==> src/rtl/div_nonrestoring_32_pkg.sv <==
// Shared widths, iteration count, FSM encoding and two's-complement helpers for the divider.
// Negation is ~x + 1, the same form the adder datapath uses for subtraction.
package div_nonrestoring_32_pkg;

  localparam int MD_WIDTH     = 32;
  localparam int MD_DIV_ITERS = 32;
  localparam int MD_CNT_W     = 6;

  typedef enum logic [1:0] {
    IDLE = 2'd0,
    RUN  = 2'd1,
    DONE = 2'd2
  } div_state_t;

  function automatic logic [MD_WIDTH-1:0] neg32(input logic [MD_WIDTH-1:0] x);
    return ~x + MD_WIDTH'(1);
  endfunction

  // 0x80000000 maps to itself, which is the right magnitude when read as unsigned.
  function automatic logic [MD_WIDTH-1:0] abs32(input logic [MD_WIDTH-1:0] x);
    return x[MD_WIDTH-1] ? neg32(x) : x;
  endfunction

endpackage

==> src/rtl/div_addsub_33.sv <==
// Combinational add/subtract for one non-restoring step: y = a + b, or a - b when sub=1.
// Zero latency; no flow control.
module div_addsub_33 #(
  parameter int W = 33
) (
  input  logic [W-1:0] a,
  input  logic [W-1:0] b,
  input  logic         sub,
  output logic [W-1:0] y
);

  logic [W-1:0] b_eff;

  assign b_eff = sub ? ~b : b;
  assign y     = a + b_eff + W'(sub);

endmodule

==> src/rtl/div_nonrestoring_32.sv <==
// Sequential signed divider, non-restoring, one quotient bit per clock, truncates toward zero.
// Start-to-RDY latency is fixed at 33 clocks; a new start aborts any op in flight with no RDY for it.
module div_nonrestoring_32
  import div_nonrestoring_32_pkg::*;
#(
  parameter int WIDTH = MD_WIDTH,
  parameter int CNT_W = MD_CNT_W
) (
  input  logic             clock,
  input  logic             reset,
  input  logic [WIDTH-1:0] data_operandA,
  input  logic [WIDTH-1:0] data_operandB,
  input  logic             ctrl_DIV,
  output logic [WIDTH-1:0] data_result,
  output logic             data_exception,
  output logic             data_resultRDY
);

  localparam logic [CNT_W-1:0] LAST_ITER = CNT_W'(MD_DIV_ITERS - 1);

  div_state_t       state;
  logic [CNT_W-1:0] cnt;
  logic [WIDTH:0]   a_reg;
  logic [WIDTH-1:0] q_reg;
  logic [WIDTH:0]   m_reg;
  logic             s_a;
  logic             s_b;
  logic             zero;

  logic [WIDTH:0]   a_shift;
  logic [WIDTH:0]   a_next;
  logic [WIDTH-1:0] q_next;
  logic [WIDTH-1:0] q_final;

  // Add or subtract is chosen by the sign of the partial remainder before the shift.
  assign a_shift = {a_reg[WIDTH-1:0], q_reg[WIDTH-1]};

  div_addsub_33 #(.W(WIDTH + 1)) u_addsub (
    .a   (a_shift),
    .b   (m_reg),
    .sub (~a_reg[WIDTH]),
    .y   (a_next)
  );

  assign q_next  = {q_reg[WIDTH-2:0], ~a_next[WIDTH]};
  assign q_final = (s_a ^ s_b) ? neg32(q_reg) : q_reg;

  always_ff @(posedge clock) begin
    if (reset) begin
      state          <= IDLE;
      cnt            <= '0;
      a_reg          <= '0;
      q_reg          <= '0;
      m_reg          <= '0;
      s_a            <= 1'b0;
      s_b            <= 1'b0;
      zero           <= 1'b0;
      data_result    <= '0;
      data_exception <= 1'b0;
      data_resultRDY <= 1'b0;
    end else begin
      data_resultRDY <= 1'b0;

      case (state)
        RUN: begin
          a_reg <= a_next;
          q_reg <= q_next;
          cnt   <= cnt + CNT_W'(1);
          if (cnt == LAST_ITER) begin
            state <= DONE;
          end
        end
        DONE: begin
          data_result    <= zero ? '0 : q_final;
          data_exception <= zero;
          data_resultRDY <= 1'b1;
          state          <= IDLE;
        end
        default: begin
          state <= IDLE;
        end
      endcase

      // A start landing on the DONE edge still lets the finished op report.
      if (ctrl_DIV) begin
        s_a   <= data_operandA[WIDTH-1];
        s_b   <= data_operandB[WIDTH-1];
        zero  <= (data_operandB == '0);
        m_reg <= {1'b0, abs32(data_operandB)};
        q_reg <= abs32(data_operandA);
        a_reg <= '0;
        cnt   <= '0;
        state <= RUN;
        if (state != DONE) begin
          data_exception <= 1'b0;
        end
      end
    end
  end

endmodule
==> config.mk <==
export PLATFORM = sky130hd
export DESIGN_NAME = div_nonrestoring_32
export DESIGN_NICKNAME = d
export VERILOG_FILES = /design/src/rtl/div_nonrestoring_32_pkg.sv /design/src/rtl/div_addsub_33.sv /design/src/rtl/div_nonrestoring_32.sv
export SDC_FILE = /design/constraint.sdc
export NUM_CORES = 1
export LEC_CHECK = 0
export BUFFER_PORTS_ARGS = -buffer_cell sky130_fd_sc_hd__buf_2
export CORE_MARGIN = 2
export CORE_UTILIZATION = 55
export CTS_BUF_LIST = sky130_fd_sc_hd__clkbuf_16
export CTS_CLUSTER_DIAMETER = 80
export DETAILED_ROUTE_END_ITERATION = 6
export PLACE_DENSITY = 0.76
export SLEW_MARGIN = 25
export SYNTH_ARGS = -nofsm -noshare
export SYNTH_HDL_FRONTEND = slang
export SYNTH_SLANG_ARGS = --single-unit
==> constraint.sdc <==
create_clock -name clock -period 5.4 [get_ports clock]
set_input_delay 1.08 -clock clock [delete_from_list [all_inputs] [get_ports clock]]
set_output_delay 1.08 -clock clock [all_outputs]
set_load 0.02 [all_outputs]
==> impl_metrics.prom, run 1 <==
# TYPE chip_impl_metric gauge
chip_impl_info{name="result_of_the_run",value="finished, final reports clean"} 1
chip_impl_info{name="rsz0062_at_grt",value="false"} 1
chip_impl_info{name="final_cell_mix",value="164 x sky130_fd_sc_hd__nand2_1, 141 x sky130_fd_sc_hd__dfxtp_1, 126 x sky130_fd_sc_hd__nor2_1"} 1
chip_impl_metric{name="syn_to_final_growth",unit="%"} 12.4
chip_impl_info{name="min-delay-path-class",value="reg -> reg"} 1
chip_impl_metric{name="fmax",unit="MHz"} 259
chip_impl_metric{name="powerDensity",unit="nW/um2"} 305
chip_impl_metric{name="grt_first_pass_wirelength",unit="um"} 35600
chip_impl_metric{name="detailed_place_hpwl",unit="um"} 15300
chip_impl_metric{name="layout.cells.non_filler",unit=""} 1428
chip_impl_metric{name="route.detailed.vias_per_inst",unit=""} 5.74
chip_impl_metric{name="dpl_cell_area",unit="um2"} 9440
chip_impl_metric{name="hold_ws",unit="ns"} 0.446
chip_impl_metric{name="max_ffs_per_register",unit=""} 33
chip_impl_metric{name="drt_pre_antenna_iters",unit=""} 4
chip_impl_metric{name="core",unit="um2"} 15800
chip_impl_metric{name="grt_pass1_vias",unit=""} 7446
chip_impl_metric{name="yosys_warnings",unit=""} 0
chip_impl_metric{name="drv_cap",unit=""} 0
chip_impl_info{name="critical_path.startpoint_type",value="register"} 1
chip_impl_metric{name="period_needed",unit="ns"} 3.86
chip_impl_metric{name="post-route-cell-area",unit="um2"} 9940
chip_impl_metric{name="share_of_cell_area_taken_by_muxes_after_synthesis",unit="%"} 1.02
chip_impl_metric{name="die-area",unit="um2"} 17100
chip_impl_metric{name="hold_buffers",unit=""} 0
chip_impl_metric{name="number_of_synthesized_flops_with_an_enable_pin",unit=""} 0
chip_impl_metric{name="detail_route.wirelength",unit="um"} 21800
chip_impl_metric{name="switching_part_of_the_total_power",unit="%"} 31.8
chip_impl_metric{name="final_critical_path_setup_slack",unit="ns"} 1.54
chip_impl_metric{name="final.setup.tns",unit="ns"} 0
chip_impl_metric{name="static-leakage-power",unit="nW"} 4.01
chip_impl_metric{name="placement.setup.worst_slack",unit="ns"} 1.57
chip_impl_metric{name="io_pins",unit=""} 101
chip_impl_metric{name="async_flop_share",unit="%"} 0
chip_impl_info{name="critPathKind",value="reg -> reg"} 1
chip_impl_metric{name="worstSkewPairLatency",unit="ns"} 0.41
chip_impl_metric{name="tritoncts.num_buffers",unit=""} 17
chip_impl_info{name="tritoncts",value="built"} 1
chip_impl_metric{name="die_y",unit="um"} 131
chip_impl_metric{name="nets_finish",unit=""} 1305
chip_impl_info{name="yosysTopAreaCell",value="sky130_fd_sc_hd__dfxtp_1"} 1
chip_impl_metric{name="vdd_drop_max",unit="mV"} 0.214
chip_impl_metric{name="gr-total-overflow",unit=""} 0
chip_impl_metric{name="placedCellCount",unit=""} 1399
chip_impl_metric{name="finalMaxSlewViolations",unit=""} 0
chip_impl_metric{name="cp_max_fo",unit=""} 11
chip_impl_info{name="critPathCaptureType",value="register"} 1
chip_impl_metric{name="num_antenna_cells",unit=""} 0
chip_impl_metric{name="drt_iter0_markers",unit=""} 672
chip_impl_metric{name="grt_max_degree",unit=""} 87
chip_impl_info{name="cts_root_buffer",value="sky130_fd_sc_hd__clkbuf_16"} 1
chip_impl_metric{name="drc_errors",unit=""} 0
chip_impl_metric{name="clock-skew-final",unit="ns"} 0.00732
chip_impl_metric{name="synthesis.instances",unit=""} 1144
chip_impl_metric{name="setup-violations-final",unit=""} 0
chip_impl_metric{name="synth_fa_ha_area_share",unit="%"} 5.18
chip_impl_metric{name="synth_cell_type_count",unit=""} 57
chip_impl_metric{name="power.share.clock",unit="%"} 34.1
chip_impl_metric{name="wl_per_cell",unit="um"} 15.3
chip_impl_metric{name="synth_seq_area_share",unit="%"} 32.1
chip_impl_metric{name="synth_seq_cells",unit=""} 142
chip_impl_metric{name="worst-endpoint-required",unit="ns"} 5.74
chip_impl_metric{name="totalPowerFinal",unit="mW"} 3.03
chip_impl_info{name="synth-main-ff-cell",value="sky130_fd_sc_hd__dfxtp_1"} 1
chip_impl_metric{name="synthDominantCellAreaShare",unit="%"} 32.1
chip_impl_metric{name="total_count_of_hold_check_failures_in_the_final_report",unit=""} 0
chip_impl_metric{name="clock_pin_slew_on_the_worst_setup_and_hold_paths",unit="ns"} 0.06
chip_impl_metric{name="groute.usage.overall",unit="%"} 25.9
chip_impl_info{name="synth.area.top_cells",value="sky130_fd_sc_hd__dfxtp_1 32%, sky130_fd_sc_hd__xnor2_1 8.3%, sky130_fd_sc_hd__nand2_1 7.0%"} 1
chip_impl_metric{name="netSwitchingPower",unit="mW"} 0.964
chip_impl_info{name="synth_top_family_by_area",value="compound AO/OA/AOI/OAI gates"} 1
chip_impl_metric{name="synth_xor_xnor_area_share",unit="%"} 15.0
chip_impl_metric{name="cts.repair.resized",unit=""} 0
chip_impl_metric{name="portBuffers",unit=""} 100
chip_impl_metric{name="net_count_after_synthesis",unit=""} 1247
chip_impl_metric{name="reg2regPathDepth",unit=""} 12
chip_impl_metric{name="max_slew_margin",unit="%"} 30.7
chip_impl_metric{name="final_core_util",unit="%"} 62.8
chip_impl_metric{name="die_x",unit="um"} 131
chip_impl_metric{name="final_layout_size_suffix_gt1_share",unit="%"} 12.3
chip_impl_metric{name="htree_num_levels",unit=""} 4
chip_impl_metric{name="comb_power_share",unit="%"} 27.5
chip_impl_metric{name="finalCritPeriodShare",unit="%"} 71.5
chip_impl_metric{name="post_cts.repair.setup_buffers",unit=""} 0
chip_impl_metric{name="clock_sinks",unit=""} 142
chip_impl_metric{name="synth-simple-area-share",unit="%"} 20.5
chip_impl_metric{name="cell_internal_pwr",unit="mW"} 2.06
chip_impl_metric{name="initial_utilization",unit="%"} 55.9
chip_impl_metric{name="routability_congestion_estimate_from_global_placement",unit=""} 0.899
chip_impl_metric{name="crit_arrival",unit="ns"} 4.20
chip_impl_metric{name="syn_area_per_cell",unit="um2"} 7.73
chip_impl_metric{name="netlist_area_pre_place",unit="um2"} 8840
chip_impl_metric{name="cts_buffer_depth",unit=""} 2
chip_impl_metric{name="synth_compound_area_share",unit="%"} 22.7
chip_impl_metric{name="num_vias",unit=""} 8195
chip_impl_metric{name="grt_antenna_before_repair",unit=""} 0
chip_impl_metric{name="power.share.sequential",unit="%"} 38.3
chip_impl_metric{name="max_slew.worst_pin.slew",unit="ns"} 1.04
chip_impl_metric{name="rows",unit=""} 46
chip_impl_metric{name="final_antenna_net_count",unit=""} 0
chip_impl_info{name="most_frequent_standard_cell_in_the_layout_excluding_fill_and_tap_cells",value="sky130_fd_sc_hd__nand2_1"} 1
chip_impl_metric{name="worstHoldPathCells",unit=""} 2
path summary, 6_finish.rpt:
kind                            slack (ns)              end             from
worst min register to register        0.45  data_result[27]  data_result[27]
worst max-delay path                  1.54        a_reg[32]        a_reg[32]
worst max register to register        1.54        a_reg[32]        a_reg[32]
worst min-delay path                  0.45  data_result[27]  data_result[27]
cells in the mapped netlist, drive strengths merged, types with 2 or more instances:
cell type	n
o21ai	56
or4	12
a311oi	2
nand2	164
a31oi	3
nor3b	3
ha	35
o21bai	5
o41ai	9
xnor2	84
and2	6
o21a	4
or3	17
buf	8
a21oi	122
xor2	67
a22oi	19
nand3b	4
nand2b	9
o22ai	4
mux2i	9
nor2b	8
nor4	7
a221o	2
dfxtp	142
o2111ai	2
a21o	13
o221ai	2
a221oi	2
o31ai	26
nand3	8
and3	6
clkbuf	63
o211ai	2
a211oi	42
inv	13
nor3	14
nor2	126
nand4	8
or2	6
worst max-delay path, stage by stage, from the launching register on:
cell                        delay, ns
sky130_fd_sc_hd__dfxtp_2         0.51
sky130_fd_sc_hd__nor2b_1         0.23
sky130_fd_sc_hd__nor2_1          0.07
sky130_fd_sc_hd__fa_1            0.42
sky130_fd_sc_hd__a211oi_1        0.35
sky130_fd_sc_hd__o211ai_1        0.23
sky130_fd_sc_hd__a31oi_1         0.43
sky130_fd_sc_hd__o31ai_1         0.24
sky130_fd_sc_hd__a2111oi_0       0.49
sky130_fd_sc_hd__nor2_1          0.15
sky130_fd_sc_hd__xor2_1          0.20
sky130_fd_sc_hd__or3_1           0.32
sky130_fd_sc_hd__a21oi_1         0.14
logic make-up (layout without fill, tap and decap cells):
logic type	Yosys count	after routing
fa+ha+maj	36	36
simple gates	401	401
mux	9	9
compound gates	321	321
buf+inv	84	152
xor+xnor	151	151
flops	142	142
final cells by class:
cell class	count	area, um2
clock inverters	12	81.3
fillers	1416	5890
inverters	13	48.8
multi-input cells	918	5690
well taps	216	270
flip-flops and latches	142	2840
clock buffers	17	425
repair buffers	110	578
power by group through the flow:
stage | logic (mW) | clock network, mW | registers [mW]
2_1_floorplan | 0.648 | 0 | 1.16
3_3_place_gp | 0.807 | 0 | 1.18
3_5_place_dp | 0.816 | 0 | 1.18
4_1_cts | 0.826 | 1.05 | 1.16
5_1_grt | 0.933 | 1.09 | 1.17
6_report | 0.834 | 1.03 | 1.16
routing by layer:
metal	global-route usage (%)	part of all wire (%)
met5	0	0
met4	7.38	1.8
met3	4.40	3.8
met2	42.3	46
met1	35.5	48
(Power assumes the default switching activity.)
==> inputs of run 2 (changes only) <==
- clock period: 5.4 -> 3.6 ns (I/O delays scaled with it)
==> run 2 against run 1 <==
Power up 65%. Critical path depth unchanged. Final area rose by 2.6%. Register-to-register slack lost 1.3 ns. Via count rose by 0.72%. Utilization is 1.6 points higher. Combinational power grew 53%.
==> impl_metrics.prom, run 2 (same netlist as run 1, synthesis figures left out) <==
# TYPE chip_impl_metric gauge
chip_impl_info{name="result_of_the_run",value="finished, final reports clean"} 1
chip_impl_metric{name="grt_first_pass_wirelength",unit="um"} 36500
chip_impl_info{name="most_frequent_standard_cell_in_the_layout_excluding_fill_and_tap_cells",value="sky130_fd_sc_hd__nand2_1"} 1
chip_impl_info{name="critPathKind",value="reg -> reg"} 1
chip_impl_metric{name="worst_path_largest_cell_delay",unit="ns"} 0.38
chip_impl_metric{name="routability_congestion_estimate_from_global_placement",unit=""} 0.913
chip_impl_metric{name="route.detailed.vias_per_inst",unit=""} 5.72
chip_impl_metric{name="worst-path-buf-inv",unit=""} 1
chip_impl_info{name="holdPathEnd",value="data_result[27]"} 1
chip_impl_metric{name="htree_num_levels",unit=""} 4
chip_impl_metric{name="drt_iter0_markers",unit=""} 624
chip_impl_info{name="crit_top_cell",value="sky130_fd_sc_hd__a21o_1"} 1
chip_impl_metric{name="initial_utilization",unit="%"} 55.9
chip_impl_metric{name="dpl_cell_area",unit="um2"} 9530
chip_impl_metric{name="powerDensity",unit="nW/um2"} 490
chip_impl_info{name="tritoncts",value="built"} 1
chip_impl_metric{name="wl_per_cell",unit="um"} 15.3
chip_impl_metric{name="max_slew_margin",unit="%"} 35.5
chip_impl_metric{name="clock-skew-final",unit="ns"} 0.0118
chip_impl_metric{name="clock_sinks",unit=""} 142
chip_impl_info{name="worst_path_top_cell_family_by_delay",value="compound AO/OA/AOI/OAI gates"} 1
chip_impl_metric{name="crit_arrival",unit="ns"} 3.70
chip_impl_info{name="cp_slowest_cell",value="sky130_fd_sc_hd__dfxtp_2"} 1
chip_impl_info{name="crit_chain",value="buf_6 > xnor2_1 > ha_1 > a21o_1 > a21o_1 > a221oi_1 > o31ai_2 > a2111oi_0 > nor2_1 > xor2_1 > or3_1 > a21oi_1"} 1
chip_impl_metric{name="clock_pin_slew_on_the_worst_setup_and_hold_paths",unit="ns"} 0.07
chip_impl_metric{name="die-area",unit="um2"} 17100
chip_impl_metric{name="vdd_drop_max",unit="mV"} 0.356
chip_impl_info{name="final_cell_mix",value="164 x sky130_fd_sc_hd__nand2_1, 141 x sky130_fd_sc_hd__dfxtp_1, 126 x sky130_fd_sc_hd__nor2_1"} 1
chip_impl_metric{name="die_y",unit="um"} 131
chip_impl_metric{name="syn_to_final_growth",unit="%"} 15.3
chip_impl_metric{name="hold_buffers",unit=""} 0
chip_impl_metric{name="drv_cap",unit=""} 0
chip_impl_info{name="cts_root_buffer",value="sky130_fd_sc_hd__clkbuf_16"} 1
chip_impl_metric{name="setup-violations-final",unit=""} 0
chip_impl_info{name="worst_r2r_startpoint",value="a_reg[32]"} 1
chip_impl_metric{name="grt_antenna_before_repair",unit=""} 0
chip_impl_metric{name="grt_max_degree",unit=""} 79
chip_impl_metric{name="setup.reg_to_reg.worst_slack",unit="ns"} 0.25
chip_impl_metric{name="worst-endpoint-required",unit="ns"} 3.96
chip_impl_metric{name="post-route-cell-area",unit="um2"} 10200
chip_impl_info{name="critPathCaptureType",value="register"} 1
chip_impl_metric{name="final_antenna_net_count",unit=""} 0
chip_impl_metric{name="io_pins",unit=""} 101
chip_impl_metric{name="grt_pass1_vias",unit=""} 7579
chip_impl_metric{name="cp_max_fo",unit=""} 25
chip_impl_metric{name="rows",unit=""} 46
chip_impl_metric{name="num_vias",unit=""} 8254
chip_impl_metric{name="finalCritPeriodShare",unit="%"} 92.9
chip_impl_metric{name="max_slew.worst_pin.slew",unit="ns"} 0.965
chip_impl_metric{name="worstSkewPairLatency",unit="ns"} 0.44
chip_impl_info{name="critical_path.startpoint_type",value="register"} 1
chip_impl_metric{name="cts_buffer_depth",unit=""} 2
chip_impl_metric{name="core",unit="um2"} 15800
chip_impl_metric{name="finalMaxSlewViolations",unit=""} 0
chip_impl_metric{name="drc_errors",unit=""} 0
chip_impl_metric{name="static-leakage-power",unit="nW"} 4.13
chip_impl_metric{name="num_antenna_cells",unit=""} 0
chip_impl_metric{name="detail_route.wirelength",unit="um"} 22100
chip_impl_metric{name="die_x",unit="um"} 131
chip_impl_metric{name="tritoncts.num_buffers",unit=""} 17
chip_impl_metric{name="fmax",unit="MHz"} 299
chip_impl_metric{name="final_critical_path_setup_slack",unit="ns"} 0.254
chip_impl_metric{name="detailed_place_hpwl",unit="um"} 15700
chip_impl_metric{name="worstHoldPathCells",unit=""} 2
chip_impl_metric{name="final_layout_size_suffix_gt1_share",unit="%"} 13.9
chip_impl_info{name="timing.rr.end",value="a_reg[32]"} 1
chip_impl_metric{name="groute.usage.overall",unit="%"} 26.6
chip_impl_metric{name="filler_cell_count",unit=""} 1365
chip_impl_metric{name="gr-total-overflow",unit=""} 0
chip_impl_metric{name="reg2regPathDepth",unit=""} 12
chip_impl_metric{name="portBuffers",unit=""} 100
chip_impl_info{name="hold_start",value="data_result[27]"} 1
chip_impl_info{name="rsz0062_at_grt",value="false"} 1
chip_impl_metric{name="total_count_of_hold_check_failures_in_the_final_report",unit=""} 0
chip_impl_info{name="min-delay-path-class",value="reg -> reg"} 1
chip_impl_metric{name="placement.setup.worst_slack",unit="ns"} 0.134
chip_impl_metric{name="drt_pre_antenna_iters",unit=""} 5
chip_impl_metric{name="period_needed",unit="ns"} 3.35
chip_impl_metric{name="max_ffs_per_register",unit=""} 33
chip_impl_metric{name="final.setup.tns",unit="ns"} 0
chip_impl_metric{name="nets_finish",unit=""} 1318
-- run 2: cell types whose count changed in the layout (fill, tap and decap cells not counted), sizes merged --
| cell | before | now |
|---|---|---|
| clkinv | 10 | 2 |
| inv | 13 | 17 |
| bufinv | 1 | 5 |
| buf | 110 | 123 |
| clkinvlp | 1 | 4 |
-- run 2: area by class of cell --
class	instances	area [um2]	area share, %
Tap cell	216	270	2.65
Multi-Input combinational cell	918	5700	55.9
Clock inverter	15	233	2.28
Timing Repair Buffer	123	679	6.66
Sequential cell	142	2840	27.9
Inverter	13	48.8	0.478
Clock buffer	17	425	4.17
-- run 2: worst max path at each step --
stage                      startpoint   endpoint  slack (ns)  cells past startpoint
finish                      a_reg[32]  a_reg[32]        0.25                     12
global route                a_reg[32]  a_reg[32]       0.007                     12
CTS                         a_reg[32]  a_reg[30]        0.16                     11
detailed placement  data_operandA[10]  q_reg[29]        0.13                     10
global placement    data_operandA[10]  q_reg[29]        0.15                     10
floorplan                   a_reg[32]  a_reg[32]        0.07                     13
-- run 2: through the flow --
step                      hold slack, ns  utilization [%]  total power [mW]  cells
after floorplan                    0.427                -              2.72   1144
after global placement             0.436             60.2              3.00   1412
after detailed placement           0.442             60.2              3.02   1412
after CTS                          0.458             64.4              5.00   1444
after global routing               0.478             64.4              5.24   1444
final                              0.453             64.4              4.99   1444
-- run 2: tightest hold or removal path: stages (launching register included) --
cell	delay [ns]
sky130_fd_sc_hd__dfxtp_1	0.33
sky130_fd_sc_hd__nand2_1	0.04
sky130_fd_sc_hd__o21ai_0	0.05
-- run 2: report_power, final --
part / internal, mW / leakage, nW / switching (mW)
sequential: 1.66 / 1.16 / 0.0817
clock: 1.24 / 0.307 / 0.738
combinational: 0.543 / 2.66 / 0.736
total: 3.44 / 4.13 / 1.56
-- run 2: timing repair --
item / in CTS / in global routing
resized for setup: 0 / 2
buffers inserted: 0 / 0
setup endpoints to repair: 0 / 4
-- run 2: metal layers --
layer,routed length [um],vias to the layer above,global-route usage [%],part of all wire (%)
met1,10300,3806,35.9,47
met3,1060,46,4.32,4.8
met5,0,-,0,0
li1,-,4175,-,-
met4,492,0,9.64,2.2
met2,10200,227,43.0,46
==> inputs of run 3 (changes only) <==
- CTS_BUF_LIST: sky130_fd_sc_hd__clkbuf_16 -> sky130_fd_sc_hd__clkbuf_4 sky130_fd_sc_hd__clkbuf_8
==> run 3 against run 2 <==
Die area is the same. Register-to-register slack improved by 0.03 ns. Utilization decreased by 1.2 points. Sequential power hardly changed. Via count shrank 0.35%. Final cell count is the same. Worst setup slack gained 0.034 ns. Sequential share of layout area increased by 0.52 points. Worst hold slack gained 0.0055 ns. Combinational power is essentially flat.
==> impl_metrics.prom, run 3 (same netlist as run 1, synthesis figures left out) <==
# TYPE chip_impl_metric gauge
chip_impl_metric{name="static-leakage-power",unit="nW"} 4.05
chip_impl_metric{name="fmax",unit="MHz"} 302
chip_impl_metric{name="cp_max_fo",unit=""} 5
chip_impl_metric{name="io_pins",unit=""} 101
chip_impl_metric{name="vdd_drop_max",unit="mV"} 0.253
chip_impl_metric{name="max_slew_margin",unit="%"} 37.5
chip_impl_metric{name="clock_pin_slew_on_the_worst_setup_and_hold_paths",unit="ns"} 0.08
chip_impl_metric{name="final_layout_size_suffix_gt1_share",unit="%"} 14.0
chip_impl_metric{name="route.detailed.vias_per_inst",unit=""} 5.70
chip_impl_info{name="most_frequent_standard_cell_in_the_layout_excluding_fill_and_tap_cells",value="sky130_fd_sc_hd__nand2_1"} 1
chip_impl_info{name="critPathCaptureType",value="register"} 1
chip_impl_metric{name="layout.cells.non_filler",unit=""} 1444
chip_impl_metric{name="grt_max_degree",unit=""} 79
chip_impl_metric{name="finalMaxSlewViolations",unit=""} 0
chip_impl_metric{name="final.setup.tns",unit="ns"} 0
chip_impl_metric{name="powerDensity",unit="nW/um2"} 451
chip_impl_metric{name="syn_to_final_growth",unit="%"} 13.2
chip_impl_metric{name="clock-skew-final",unit="ns"} 0.00992
chip_impl_info{name="min-delay-path-class",value="reg -> reg"} 1
chip_impl_info{name="cts_root_buffer",value="sky130_fd_sc_hd__clkbuf_8"} 1
chip_impl_info{name="worst_r2r_startpoint",value="a_reg[32]"} 1
chip_impl_metric{name="crit_arrival",unit="ns"} 3.70
chip_impl_metric{name="wl_per_cell",unit="um"} 15.0
chip_impl_metric{name="die_y",unit="um"} 131
chip_impl_info{name="tritoncts",value="built"} 1
chip_impl_metric{name="reg2regPathDepth",unit=""} 12
chip_impl_metric{name="groute.usage.overall",unit="%"} 26.0
chip_impl_metric{name="drt_pre_antenna_iters",unit=""} 7
chip_impl_info{name="critPathKind",value="reg -> reg"} 1
chip_impl_info{name="result_of_the_run",value="finished, final reports clean"} 1
chip_impl_metric{name="detail_route.wirelength",unit="um"} 21700
chip_impl_metric{name="worstHoldPathCells",unit=""} 2
chip_impl_metric{name="die_x",unit="um"} 131
chip_impl_metric{name="total_count_of_hold_check_failures_in_the_final_report",unit=""} 0
chip_impl_metric{name="drv_cap",unit=""} 0
chip_impl_metric{name="setup-violations-final",unit=""} 0
chip_impl_metric{name="die-area",unit="um2"} 17100
chip_impl_metric{name="routability_congestion_estimate_from_global_placement",unit=""} 0.913
chip_impl_metric{name="detailed_place_hpwl",unit="um"} 15700
chip_impl_info{name="timing.rr.end",value="a_reg[32]"} 1
chip_impl_metric{name="finalCritPeriodShare",unit="%"} 92.0
chip_impl_metric{name="num_vias",unit=""} 8225
chip_impl_metric{name="tritoncts.num_buffers",unit=""} 17
chip_impl_metric{name="core",unit="um2"} 15800
chip_impl_metric{name="nets_finish",unit=""} 1318
chip_impl_metric{name="cts_buffer_depth",unit=""} 2
chip_impl_metric{name="hold_ws",unit="ns"} 0.458
chip_impl_metric{name="initial_utilization",unit="%"} 55.9
chip_impl_metric{name="grt_antenna_before_repair",unit=""} 0
chip_impl_metric{name="worstSkewPairLatency",unit="ns"} 0.47
chip_impl_metric{name="placedCellCount",unit=""} 1412
chip_impl_metric{name="num_antenna_cells",unit=""} 0
chip_impl_metric{name="post_cts.repair.setup_buffers",unit=""} 0
chip_impl_metric{name="gr-total-overflow",unit=""} 0
chip_impl_metric{name="worst-endpoint-required",unit="ns"} 3.99
chip_impl_metric{name="clock_sinks",unit=""} 142
chip_impl_metric{name="rows",unit=""} 46
chip_impl_metric{name="drt_iter0_markers",unit=""} 531
chip_impl_metric{name="setup.reg_to_reg.worst_slack",unit="ns"} 0.29
chip_impl_info{name="rsz0062_at_grt",value="false"} 1
chip_impl_metric{name="period_needed",unit="ns"} 3.31
chip_impl_metric{name="grt_first_pass_wirelength",unit="um"} 35800
chip_impl_info{name="critical_path.startpoint_type",value="register"} 1
chip_impl_info{name="holdPathEnd",value="a_reg[18]"} 1
chip_impl_info{name="hold_start",value="a_reg[18]"} 1
chip_impl_metric{name="grt_pass1_vias",unit=""} 7433
chip_impl_metric{name="htree_num_levels",unit=""} 4
chip_impl_info{name="final_cell_mix",value="164 x sky130_fd_sc_hd__nand2_1, 141 x sky130_fd_sc_hd__dfxtp_1, 126 x sky130_fd_sc_hd__nor2_1"} 1
chip_impl_metric{name="portBuffers",unit=""} 100
chip_impl_metric{name="max_ffs_per_register",unit=""} 33
chip_impl_metric{name="final_antenna_net_count",unit=""} 0
chip_impl_metric{name="max_slew.worst_pin.slew",unit="ns"} 0.934
chip_impl_metric{name="drc_errors",unit=""} 0
run 3: cell counts in the layout (fill, tap and decap cells not counted):
No cell type changed its count.
run 3: worst max path at each step:
stage                      start  slack [ns]  cells after the start         to
6_report               a_reg[32]        0.29                     12  a_reg[32]
5_1_grt                a_reg[32]        0.02                     12  a_reg[32]
4_1_cts                a_reg[32]        0.12                     11  a_reg[30]
3_5_place_dp   data_operandA[10]        0.13                     10  q_reg[29]
3_3_place_gp   data_operandA[10]        0.15                     10  q_reg[29]
2_1_floorplan          a_reg[32]        0.07                     13  a_reg[32]
run 3: report_power, final:
group,switching (mW),internal (mW),total (mW)
registers,0.0817,1.65,1.74
logic,0.733,0.544,1.28
clock network,0.669,0.834,1.50
total,1.48,3.03,4.52
run 3: layout make-up:
type                            instances  area [um2]
Fill cell                            1392        5810
Multi-Input combinational cell        918        5710
Sequential cell                       142        2840
Timing Repair Buffer                  123         679
Tap cell                              216         270
Clock buffer                           17         234
Clock inverter                         15         233
Inverter                               13        48.8
run 3: timing repair:
action                     in CTS  in global routing
setup endpoints to repair       0                  4
resized for setup               0                  3
hold buffers                    0                  0
run 3: worst max-delay path, stage by stage, from the launching register on:
cell                        delay (ns)
sky130_fd_sc_hd__dfxtp_2          0.39
sky130_fd_sc_hd__nor2b_1          0.19
sky130_fd_sc_hd__nor2_1           0.07
sky130_fd_sc_hd__fa_1             0.38
sky130_fd_sc_hd__a211oi_1         0.32
sky130_fd_sc_hd__o211ai_1         0.24
sky130_fd_sc_hd__a31oi_2          0.31
sky130_fd_sc_hd__o31ai_2          0.16
sky130_fd_sc_hd__a2111oi_0        0.38
sky130_fd_sc_hd__nor2_1           0.14
sky130_fd_sc_hd__xor2_1           0.18
sky130_fd_sc_hd__or3_1            0.32
sky130_fd_sc_hd__a21oi_1          0.15
run 3: metrics by stage:
stage	util, %	power, mW	worst slack [ns]	instance area [um2]
after floorplan	-	2.72	0.0702	8840
after global placement	60.2	3.00	0.152	9530
after detailed placement	60.2	3.02	0.134	9530
after CTS	63.2	4.52	0.124	10000
after global routing	63.3	4.78	0.0158	10000
final	63.3	4.52	0.288	10000
run 3: metal layers:
| metal | track usage, % | routed length, um |
|---|---|---|
| met5 | 0 | 0 |
| met4 | 8.01 | 474 |
| met3 | 5.01 | 978 |
| met2 | 41.3 | 9970 |
| met1 | 35.9 | 10200 |
